**src/rtl/jtag_tap_sampled.sv**
```systemverilog
// JTAG TAP target that runs entirely on wb_clk_i. TCK/TMS/TDI are oversampled,
// and the TAP controller, IR, IDCODE and BYPASS logic advance on detected TCK edges.
module jtag_tap_sampled #(
  parameter logic [31:0] IDCODE_VALUE = 32'h14951185,
  parameter int unsigned IR_LENGTH    = 4
) (
  input  logic wb_clk_i,
  input  logic wb_rst_i,
  input  logic tck_pad_i,
  input  logic tms_pad_i,
  input  logic tdi_pad_i,
  output logic tdo_pad_o,
  input  logic debug_tdo_i,
  output logic debug_select_o,
  output logic capture_dr_o,
  output logic shift_dr_o,
  output logic update_dr_o,
  output logic tdi_o
);

  typedef enum logic [3:0] {
    TLR, RTI, SEL_DR, CAP_DR, SH_DR, EX1_DR, PAUSE_DR, EX2_DR, UPD_DR,
    SEL_IR, CAP_IR, SH_IR, EX1_IR, PAUSE_IR, EX2_IR, UPD_IR
  } tap_state_e;

  localparam logic [IR_LENGTH-1:0] INSTR_IDCODE = IR_LENGTH'(4'h2);
  localparam logic [IR_LENGTH-1:0] INSTR_DEBUG  = IR_LENGTH'(4'h8);
  localparam logic [IR_LENGTH-1:0] IR_CAPTURE   = IR_LENGTH'(4'b0101);

  logic tck_s1_q, tck_s2_q, tck_d_q;
  logic tms_s1_q, tms_s2_q;
  logic tdi_s1_q, tdi_s2_q;
  logic tck_rise, tck_fall;

  tap_state_e state_q, state_d;

  logic [IR_LENGTH-1:0] ir_q, ir_d;
  logic [IR_LENGTH-1:0] ir_shift_q, ir_shift_d;
  logic [31:0]          idcode_sr_q, idcode_sr_d;
  logic                 bypass_q, bypass_d;
  logic                 tdo_q, tdo_d;
  logic                 debug_select_q, debug_select_d;
  logic                 capture_dr_q, capture_dr_d;
  logic                 shift_dr_q, shift_dr_d;
  logic                 update_dr_q, update_dr_d;
  logic                 tdi_o_q, tdi_o_d;
  logic                 is_debug, is_idcode;

  // TMS/TDI share the TCK synchronizer depth so they line up with the detected edge.
  always_ff @(posedge wb_clk_i) begin
    if (wb_rst_i) begin
      tck_s1_q <= 1'b0;
      tck_s2_q <= 1'b0;
      tck_d_q  <= 1'b0;
      tms_s1_q <= 1'b0;
      tms_s2_q <= 1'b0;
      tdi_s1_q <= 1'b0;
      tdi_s2_q <= 1'b0;
    end else begin
      tck_s1_q <= tck_pad_i;
      tck_s2_q <= tck_s1_q;
      tck_d_q  <= tck_s2_q;
      tms_s1_q <= tms_pad_i;
      tms_s2_q <= tms_s1_q;
      tdi_s1_q <= tdi_pad_i;
      tdi_s2_q <= tdi_s1_q;
    end
  end

  assign tck_rise = tck_s2_q & ~tck_d_q;
  assign tck_fall = ~tck_s2_q & tck_d_q;

  always_ff @(posedge wb_clk_i) begin
    if (wb_rst_i) begin
      state_q <= TLR;
    end else begin
      state_q <= state_d;
    end
  end

  always_comb begin
    state_d = state_q;
    if (tck_rise) begin
      unique case (state_q)
        TLR:      state_d = tms_s2_q ? TLR    : RTI;
        RTI:      state_d = tms_s2_q ? SEL_DR : RTI;
        SEL_DR:   state_d = tms_s2_q ? SEL_IR : CAP_DR;
        CAP_DR:   state_d = tms_s2_q ? EX1_DR : SH_DR;
        SH_DR:    state_d = tms_s2_q ? EX1_DR : SH_DR;
        EX1_DR:   state_d = tms_s2_q ? UPD_DR : PAUSE_DR;
        PAUSE_DR: state_d = tms_s2_q ? EX2_DR : PAUSE_DR;
        EX2_DR:   state_d = tms_s2_q ? UPD_DR : SH_DR;
        UPD_DR:   state_d = tms_s2_q ? SEL_DR : RTI;
        SEL_IR:   state_d = tms_s2_q ? TLR    : CAP_IR;
        CAP_IR:   state_d = tms_s2_q ? EX1_IR : SH_IR;
        SH_IR:    state_d = tms_s2_q ? EX1_IR : SH_IR;
        EX1_IR:   state_d = tms_s2_q ? UPD_IR : PAUSE_IR;
        PAUSE_IR: state_d = tms_s2_q ? EX2_IR : PAUSE_IR;
        EX2_IR:   state_d = tms_s2_q ? UPD_IR : SH_IR;
        UPD_IR:   state_d = tms_s2_q ? SEL_DR : RTI;
        default:  state_d = TLR;
      endcase
    end
  end

  assign is_debug  = (ir_q == INSTR_DEBUG);
  assign is_idcode = (ir_q == INSTR_IDCODE);

  always_comb begin
    ir_d         = ir_q;
    ir_shift_d   = ir_shift_q;
    idcode_sr_d  = idcode_sr_q;
    bypass_d     = bypass_q;
    tdo_d        = tdo_q;
    capture_dr_d = 1'b0;
    shift_dr_d   = 1'b0;
    update_dr_d  = 1'b0;
    tdi_o_d      = tdi_s2_q;

    if (tck_rise) begin
      unique case (state_q)
        CAP_IR: ir_shift_d = IR_CAPTURE;
        SH_IR:  ir_shift_d = {tdi_s2_q, ir_shift_q[IR_LENGTH-1:1]};
        UPD_IR: ir_d = ir_shift_q;
        CAP_DR: begin
          if (is_debug)       capture_dr_d = 1'b1;
          else if (is_idcode) idcode_sr_d  = IDCODE_VALUE;
          else                bypass_d     = 1'b0;
        end
        SH_DR: begin
          if (is_debug)       shift_dr_d  = 1'b1;
          else if (is_idcode) idcode_sr_d = {tdi_s2_q, idcode_sr_q[31:1]};
          else                bypass_d    = tdi_s2_q;
        end
        UPD_DR: update_dr_d = is_debug;
        default: ;
      endcase
    end

    // Holding IDCODE for the whole TLR stay is equivalent to loading it on entry.
    if (state_d == TLR) begin
      ir_d = INSTR_IDCODE;
    end

    if (tck_fall) begin
      unique case (state_q)
        SH_IR:   tdo_d = ir_shift_q[0];
        SH_DR:   tdo_d = is_debug ? debug_tdo_i : (is_idcode ? idcode_sr_q[0] : bypass_q);
        default: tdo_d = 1'b0;
      endcase
    end

    debug_select_d = (ir_d == INSTR_DEBUG);
  end

  always_ff @(posedge wb_clk_i) begin
    if (wb_rst_i) begin
      ir_q           <= INSTR_IDCODE;
      ir_shift_q     <= '0;
      idcode_sr_q    <= '0;
      bypass_q       <= 1'b0;
      tdo_q          <= 1'b0;
      debug_select_q <= 1'b0;
      capture_dr_q   <= 1'b0;
      shift_dr_q     <= 1'b0;
      update_dr_q    <= 1'b0;
      tdi_o_q        <= 1'b0;
    end else begin
      ir_q           <= ir_d;
      ir_shift_q     <= ir_shift_d;
      idcode_sr_q    <= idcode_sr_d;
      bypass_q       <= bypass_d;
      tdo_q          <= tdo_d;
      debug_select_q <= debug_select_d;
      capture_dr_q   <= capture_dr_d;
      shift_dr_q     <= shift_dr_d;
      update_dr_q    <= update_dr_d;
      tdi_o_q        <= tdi_o_d;
    end
  end

  assign tdo_pad_o      = tdo_q;
  assign debug_select_o = debug_select_q;
  assign capture_dr_o   = capture_dr_q;
  assign shift_dr_o     = shift_dr_q;
  assign update_dr_o    = update_dr_q;
  assign tdi_o          = tdi_o_q;

endmodule

```
**config.mk**
```make
export PLATFORM = sky130hd
export DESIGN_NAME = jtag_tap_sampled
export DESIGN_NICKNAME = d
export VERILOG_FILES = /design/src/rtl/jtag_tap_sampled.sv
export SDC_FILE = /design/constraint.sdc
export NUM_CORES = 1
export LEC_CHECK = 0
export CAP_MARGIN = 40
export CORE_MARGIN = 1
export CORE_UTILIZATION = 25
export CTS_CLUSTER_SIZE = 12
export DETAILED_ROUTE_END_ITERATION = 12
export HOLD_SLACK_MARGIN = 0.08
export SLEW_MARGIN = 20
export SYNTH_ARGS = -nofsm -noshare
export SYNTH_HDL_FRONTEND = slang
export SYNTH_SLANG_ARGS = --single-unit
```
**constraint.sdc**
```tcl
create_clock -name wb_clk_i -period 2.7 [get_ports wb_clk_i]
set_clock_uncertainty 0.1 [all_clocks]
set_input_delay 0.27 -clock wb_clk_i [delete_from_list [all_inputs] [get_ports wb_clk_i]]
set_output_delay 0.27 -clock wb_clk_i [all_outputs]
set_load 0.005 [all_outputs]
```
# After elaboration in Yosys (flattened, before gate mapping)

Index checks and enable logic that the tools add are counted.

Register bits after elaboration: 58
Bits of input ports: 6
Output and inout bits: 6
Logic and storage cells: 95

Equal/unequal tests: 24
Mux-type cells: 32
Bitwise logic cells: 8
Reduce and logical (&&, ||, !) cells: 13

Operators by type and width:

| operator           | count |
|---|---|
| $mux 32            | 4 |
| $pmux 32 s2        | 1 |
| $pmux 4 s12        | 1 |
| $eq 4x4->1 const B | 10 |
| $mux 4             | 8 |
| $eq 4x3->1 const B | 4 |
| $eq 4x2->1 const B | 3 |
| $ne 2x2->1 const B | 6 |
| $reduce_and 6->1   | 2 |
| $reduce_or 3->1    | 4 |
| $mux 1             | 10 |
| $logic_not 4->1    | 2 |
| $pmux 4 s2         | 1 |
| $mux 2             | 3 |
| $mux 3             | 2 |
| $not 1->1          | 6 |
| $eq 4x1->1 const B | 1 |
| $pmux 1 s2         | 2 |
| $reduce_bool 2->1  | 2 |
| $reduce_or 2->1    | 2 |
| $and 1x1->1        | 2 |
| $reduce_and 2->1   | 1 |

# Longest topological paths before layout

Gate-level depths: netlist of run 1.

Depth after elaboration: 7
Mapped depth: 6
Mapped depth without buffers: 4

# Worst setup path before layout of run 1

Ideal clock, no wire load.

Path kind: reg2reg
Start point: register ir_q[2]
End point: register idcode_sr_q[0]
Setup time: 0.132 ns
Data arrival time: 1.533 ns
Setup slack: 0.935 ns
Stages on the path, launching flop included: 6
Buffers on the path: 1
Clock period less this slack: 1.765 ns
Cells stage by stage: dfxtp_1 > or4b_4 > a211o_1 > buf_2 > nor3_1 > nor3_1

Word-level cells in the longest chain between the ends: 3
Elaborated cells on any way between the ends: 7
Classes of those cells: 6 x eq/ne; 1 x reduce/logical

RTL lines:

| item                                            | RTL line | text |
|---|---|---|
| start: declaration                              | 37       | `logic [IR_LENGTH-1:0] ir_q, ir_d;` |
| start signal: assignment                        | 169      | `ir_q <= ir_d;` |
| $eq 4x2->1 / $eq 4x4->1 (equally long branches) | 107, 106 |  |
| $ne 2x2->1 (no line)                            | --       |  |
| $reduce_and 6->1 (no line) (*)                  | --       |  |
| end signal: assignment                          | 171      | `idcode_sr_q <= idcode_sr_d;` |
| end: declaration                                | 39       | `logic [31:0] idcode_sr_q, idcode_sr_d;` |

Every way passes the cells marked *; elsewhere a longest branch is shown, timed or not.
A chain may end at the register's enable or synchronous reset.

# Worst setup path after layout of run 1

Start point: register state_q[1]
End point: register idcode_sr_q[5]

Word-level cells in the longest chain between the ends: 3
Elaborated cells on any way between the ends: 9
Classes of those cells: 6 x eq/ne; 1 x mux; 2 x reduce/logical

RTL lines:

| item                                                             | RTL line | text |
|---|---|---|
| start: declaration                                               | 35       | `tap_state_e state_q, state_d;` |
| start signal: assignment                                         | 77       | `state_q <= state_d;` |
| $eq 4x2->1 / $eq 4x3->1 (equally long branches)                  | 121      | `unique case (state_q)` |
| $ne 2x2->1 (no line) / $reduce_bool 2->1 (equally long branches) | --       |  |
| $reduce_and 6->1 (no line)                                       | --       |  |

Several ways; a longest one is shown, not always the timed one.

==> results of run 1 <==
[final cells by class]
cell class | instances | area [µm²] | area share
clock inverters | 7 | 45.0 | 0.0162
multi-input cells | 199 | 1110 | 0.400
flip-flops and latches | 58 | 1160 | 0.418
repair buffers | 18 | 158 | 0.0567
clock buffers | 9 | 124 | 0.0446
well taps | 129 | 161 | 0.0581
inverters | 5 | 18.8 | 0.00675
[power by group through the flow]
stage	sequential [mW]	clock (mW)	combinational (mW)
after global placement	0.887	0	0.0453
final	0.868	0.688	0.0456
after global routing	0.869	0.748	0.0510
after CTS	0.868	0.712	0.0457
after detailed placement	0.887	0	0.0456
after floorplan	0.883	0	0.0339
[path summary, 6_finish.rpt]
path | to | startpoint | depth (start not counted)
max reg2reg | idcode_sr_q[5]$_SDFFE_PP0P_ | state_q[1]$_SDFF_PP0_ | 5
min reg2reg | tdi_o_d$_SDFF_PP0_ | tdi_s1_q$_SDFF_PP0_ | 1
max | idcode_sr_q[5]$_SDFFE_PP0P_ | state_q[1]$_SDFF_PP0_ | 5
min | tdi_o_d$_SDFF_PP0_ | wb_rst_i | 2
[worst max-delay path: stages, from the launching register on]
cell and delay [ns]:
dfxtp_1 0.66, nand3b_1 0.27, a211oi_4 0.28, buf_4 0.33, nand3_1 0.13, a21oi_1 0.18
[state kept, by name, indices dropped and copies added (netlist names)]
| register | cells |
|---|---|
| idcode_sr_q | 32 |
| ir_q | 4 |
| ir_shift_q | 4 |
| state_q | 4 |
| bypass_q | 1 |
| capture_dr_o | 1 |
| debug_select_o | 1 |
| shift_dr_o | 1 |
| tck_d_q | 1 |
| tck_s1_q | 1 |
| tck_s2_q | 1 |
| tdi_o | 1 |
| tdi_o_d | 1 |
| tdi_s1_q | 1 |
| tdo_pad_o | 1 |
| tms_s1_q | 1 |
| tms_s2_q | 1 |
| update_dr_o | 1 |
[cells in the mapped netlist, types with 2 or more instances]
master / n / area, µm²
nand2b_1: 6 / 37.5
o22ai_1: 3 / 18.8
nor4_1: 5 / 31.3
nand3_1: 27 / 135
a211o_1: 2 / 17.5
nor3b_1: 2 / 15.0
dfxtp_1: 58 / 1160
nor2b_1: 11 / 68.8
a221o_1: 2 / 20.0
buf_2: 4 / 20.0
nor3_1: 26 / 130
buf_6: 3 / 33.8
nor2_1: 23 / 86.3
xor2_1: 2 / 17.5
or3b_2: 2 / 17.5
clkbuf_1: 13 / 48.8
a21oi_1: 28 / 140
buf_4: 2 / 15.0
mux2i_1: 3 / 30.0
nand2_1: 27 / 101
o21ai_0: 5 / 25.0
nand3b_1: 2 / 15.0
or3_1: 2 / 12.5
a311oi_1: 3 / 26.3
a31o_2: 2 / 17.5
inv_1: 5 / 18.8
[kinds of logic (layout without fill, tap and decap cells)]
family,count (synthesis),in the layout,share of synthesized area
multiplexers,4,4,0.0171
flip-flops,58,58,0.482
AND/OR/NAND/NOR,141,141,0.299
buffers and inverters,27,39,0.0566
XOR/XNOR,2,2,0.00727
AO/OA/AOI/OAI,52,52,0.138
[per-stage QoR]
step / total power, mW / hold WS [ns]
after global placement: 0.932 / 0.318
final: 1.60 / 0.228
after detailed placement: 0.933 / 0.325
after CTS: 1.62 / 0.220
after floorplan: 0.917 / 0.298
after global routing: 1.67 / 0.250
[per-layer routing]
metal	global-route usage	share of wire	vias up
met2	0.169	0.45	42
li1	-	-	1011
met3	0.0418	0.060	8
met4	0.0513	0.022	0
met1	0.131	0.47	937
met5	0	0	-
==> results.md, run 1 <==
* DP Worst Slack at roughly 0.7 ns
* Vias post-DR at ~2000
* Avg Cell Area, Syn at 8.48 µm²
* Placed cell count at 409
* Worst vdd ir at between 0.2 and 0.25 mV
* Initial core utilization at 0.259
* Max-slew violation count at 0
* Post-synthesis instance area at around 2400 µm²
* Hold crit path type: in -> reg
* Critical path fanouts, max at 32
* Worst setup EP type: flip-flop
* Final cycle utilization of the critical path at 0.749
* Antenna cells at 0
* Commonest non-fill, non-tap cells in the layout: dfxtp_1 (58), a21oi_1 (28), nand3_1 (27), nand2_1 (27), nor3_1 (26)
* Fillers at 1023
* Fin crit period at about 2 ns
* Initial antenna violation count at 0
* RSZ-0062 raised after global routing: false
* Most common cell after layout, fill and taps aside: dfxtp_1
* Top FF cell, synth: dfxtp_1
* Post-DP HPWL at approximately 3000 µm
* Initial drt markers at 140
* Reg power frac at 0.542
* CTS resizes at 0
* Fin. Hold Viols at 0
* Finished Core Util at 0.299
* LEAKAGE at about 0.83 nW
* Critical path class: reg -> reg
* Final WL at roughly 4800 µm
* Post-Syn Instances at roughly 280
* FMAX at 494 MHz
* Switching share of power at 0.244
* DRC Markers at 0
* Int Pwr at between 1 and 1.5 mW
* H-tree Lvls at 3
* # port buffers at 11
* Worst-case clock buffer depth at 2
* Io pins at 12
* DIE WIDTH at 100 µm
* Final Setup Violations at 0
* Worst-path clk slew at 0.07 ns
* CORE AREA at a little over 9000 µm²
* Final setup margin at 0.678 ns
* DR pass1 iterations at 4
* Syn_nets at between 200 and 300
* Hold_buf cts at 0
* Synth async-reset ratio at 0
* Clk Latency, worst-skew pair at between 0.3 and 0.4 ns
* CTS tree: done
* Fin nets at 297
* Overall global routing resource usage at 0.108
* Die Height at around 100 µm
* Number of global-route vias before repair at around 1800
* Max-cap violations at 0
* Largest net degree at the start of global routing at 35
* Final ANT Viol Nets at 0
* Post-synthesis sequential area ratio at 0.482
* Finished Layout Cells at 425
* Status: completed
* Die ar. at 10000 µm²
* Slew @ Worst Pin at between 0.7 and 0.8 ns
* WL/cell at 11.3 µm
* Comb pwr share at 0.028
* Avg Vias per Cell at about 4.7
* Slew headroom at 0.477
* Part of the power in the clock network at 0.430
* RePlAce Congestion at 0.815
* Startpoint types: flip-flop
* Grt ovf at 0
* CP Data Required Time at 2.87 ns
* Netlist cell types at 42
* Layout cell share with drive strength beyond 1 at 0.111
* Yosys reg bits at 58
* Global-route wire length before repair at ~8500 µm
* Power density over the cells at a little under 600 nW/µm²
* Area Overhead vs Synth at 15.4%
* Post-CTS setup buffers at 0
* Reg2Reg Setup Slack at ~0.68 ns
* Psw at between 0.3 and 0.4 mW
* Number of clock sinks at between 50 and 60
* Yosys warnings at 0
* Post-synth EDFFs at 0
* CTS buffer count at 9
* Post-route cell area at approximately 2800 µm²
* TNS Setup at 0 ns
* Rows at 35
* Clock root buffer: clkbuf_8
* Placed standard-cell area at 2610 µm²
* Arr. time, crit path at 2.19 ns
No activity file was read; power rests on OpenSTA's default activity.
==> run 2, diff against run 1 <==
clock period = 1.91 ns   (was 2.7 ns; I/O delays follow)
==> results.md, run 2 (synthesis results as in run 1) <==
* Finished Core Util at 0.319
* DR pass1 iterations at 4
* Initial drt markers at around 140
* CP max-delay cell: or4b_4
* Clk Latency, worst-skew pair at 0.33 ns
* Final ANT Viol Nets at 0
* Cell mode on critical path: nor3_1
* Critical path class: reg -> reg
* WL/cell at 11.3 µm
* Slew headroom at 0.702
* Max-cap violations at 0
* Hold_buf cts at 0
* Fin nets at 305
* Finished Layout Cells at ~430
* Comb pwr share at 0.029
* CORE AREA at ~9300 µm²
* Vias post-DR at 1969
* Hold wc startpoint: wb_rst_i
* Post-DP HPWL at between 3000 and 4000 µm
* Worst setup EP type: flip-flop
* CTS tree: done
* Power density over the cells at roughly 860 nW/µm²
* Multi-input logic area at ~1100 µm²
* Max-slew violation count at 0
* Io pins at 12
* Final Setup Violations at 0
* Worst-path clk slew at 0.06 ns
* Hold crit path type: in -> reg
* TNS Setup at 0 ns
* Reg2reg end: idcode_sr_q[20]$_SDFFE_PP0P_
* Worst vdd ir at between 0.3 and 0.4 mV
* H-tree Lvls at 3
* Final Power at 2.54 mW
* CTS buffer count at 9
* Startpoint types: flip-flop
* Layout cell share with drive strength beyond 1 at 0.145
* Int Pwr at 2.05 mW
* Number of clock sinks at 58
* Clock root buffer: clkbuf_8
* Path depth of the worst reg2reg path at 5
* Fin crit period at 1.82 ns
* Part of the power in the clock network at 0.490
* Slew @ Worst Pin at approximately 0.45 ns
* FMAX at between 500 and 600 MHz
* Die Height at about 100 µm
* Initial core utilization at 0.259
* DRC Markers at 0
* Psw at slightly below 0.5 mW
* Avg Vias per Cell at ~4.6
* DIE WIDTH at 100 µm
* Biggest register: idcode_sr_q
* Arr. time, crit path at 1.93 ns
* Worst path cell trace: or4b_4, a211o_1, buf_12, nor3_1, nor3_1
* Fillers at approximately 1000
* Max reg flops at 32
* Reg2Reg Setup Slack at 0.09 ns
* RSZ-0062 raised after global routing: false
* Placed cell count at between 400 and 500
* WHS Path Cells at 2
* Grt ovf at 0
* Die ar. at approximately 10000 µm²
* Commonest non-fill, non-tap cells in the layout: dfxtp_1 (57), a21oi_1 (28), nand3_1 (27), nand2_1 (27), nor2_1 (23)
* Status: completed
* Largest net degree at the start of global routing at 33
* LEAKAGE at about 0.91 nW
* Switching share of power at 0.195
* Number of global-route vias before repair at 1766
* Global-route wire length before repair at slightly above 8000 µm
* Initial antenna violation count at 0
* Post-CTS setup buffers at 0
* Worst hold path endpoint: tck_s1_q$_SDFF_PP0_
* Area Overhead vs Synth at 22.8%
* Reg power frac at 0.481
* Final cycle utilization of the critical path at 0.951
* Largest stage delay on the critical path at 0.54 ns
* Overall global routing resource usage at 0.105
* Antenna cells at 0
* Fin. Hold Viols at 0
* Register area at between 1000 and 1500 µm²
* Rows at 35
* Most common cell after layout, fill and taps aside: dfxtp_1
* # port buffers at 11
* Worst-case clock buffer depth at 2
* Critical path fanouts, max at 32
* RePlAce Congestion at ~0.83
* CP Data Required Time at around 2.0 ns
* Final WL at a little under 5000 µm
* R2r startpoint: ir_q[0]$_SDFF_PP0_
-- run 2: cell count changes in the layout (fill, tap and decap cells not counted), sizes merged --
cell      previous run  this run
clkinv               5         0
clkinvlp             1         0
bufinv               0         2
buf                  8        16
clkbuf               9        13
inv                  6         5
-- run 2: area by class of cell --
| class | count | area share |
|---|---|---|
| Sequential cell | 58 | 0.393 |
| Multi-Input combinational cell | 199 | 0.385 |
| Timing Repair Buffer | 26 | 0.0876 |
| Tap cell | 129 | 0.0546 |
| Clock buffer | 13 | 0.0537 |
| Clock inverter | 2 | 0.0203 |
| Inverter | 5 | 0.00635 |
-- run 2: stage by stage --
| stage | worst slack (ns) | hold WS (ns) | instance area [µm²] |
|---|---|---|---|
| 2_1_floorplan | 0.145 | 0.219 | 2410 |
| 3_3_place_gp | 0.118 | 0.322 | 2710 |
| 3_5_place_dp | 0.0533 | 0.331 | 2710 |
| 4_1_cts | 0.0434 | 0.166 | 2930 |
| 5_1_grt | 0.000737 | 0.190 | 2960 |
| 6_report | 0.0942 | 0.181 | 2960 |
-- run 2: repair_timing --
action                                  4_1_cts  5_1_grt
endpoints found under the hold margin         0        0
gates resized for setup                       0        7
endpoints found under the setup margin        0       10
-- run 2: how the worst max path moves through the flow --
stage | end | cells after the start | from | slack (ns)
CTS | idcode_sr_q[0]$_SDFFE_PP0P_ | 5 | ir_q[1]$_SDFF_PP1_ | 0.04
global placement | capture_dr_o$_SDFF_PP0_ | 3 | ir_q[1]$_SDFF_PP1_ | 0.12
global route | idcode_sr_q[26]$_SDFFE_PP0P_ | 5 | ir_q[0]$_SDFF_PP0_ | 0.0007
detailed placement | idcode_sr_q[0]$_SDFFE_PP0P_ | 5 | ir_q[1]$_SDFF_PP1_ | 0.05
floorplan | idcode_sr_q[0]$_SDFFE_PP0P_ | 5 | ir_q[2]$_SDFF_PP0_ | 0.14
finish | idcode_sr_q[20]$_SDFFE_PP0P_ | 5 | ir_q[0]$_SDFF_PP0_ | 0.09
-- run 2: routing by layer --
layer | GRT usage | wire [µm] | vias up
met3 | 0.0258 | 155 | 13
met2 | 0.162 | 2210 | 23
met1 | 0.131 | 2420 | 902
met4 | 0.0680 | 116 | 0
met5 | 0 | 0 | -
li1 | - | - | 1031
-- run 2: power groups by stage --
stage | registers, mW | logic [mW] | clock network (mW)
3_5_place_dp | 1.25 | 0.0717 | 0
6_report | 1.22 | 0.0733 | 1.25
4_1_cts | 1.22 | 0.0720 | 1.28
2_1_floorplan | 1.25 | 0.0479 | 0
3_3_place_gp | 1.25 | 0.0703 | 0
5_1_grt | 1.22 | 0.0800 | 1.32
-- run 2: critical path, delay by kind of cell, from the launching register on --
| kind | cells | cell delay (ns) |
|---|---|---|
| simple gates | 3 | 0.75 |
| flops | 1 | 0.34 |
| compound gates | 1 | 0.32 |
| buf+inv | 1 | 0.18 |
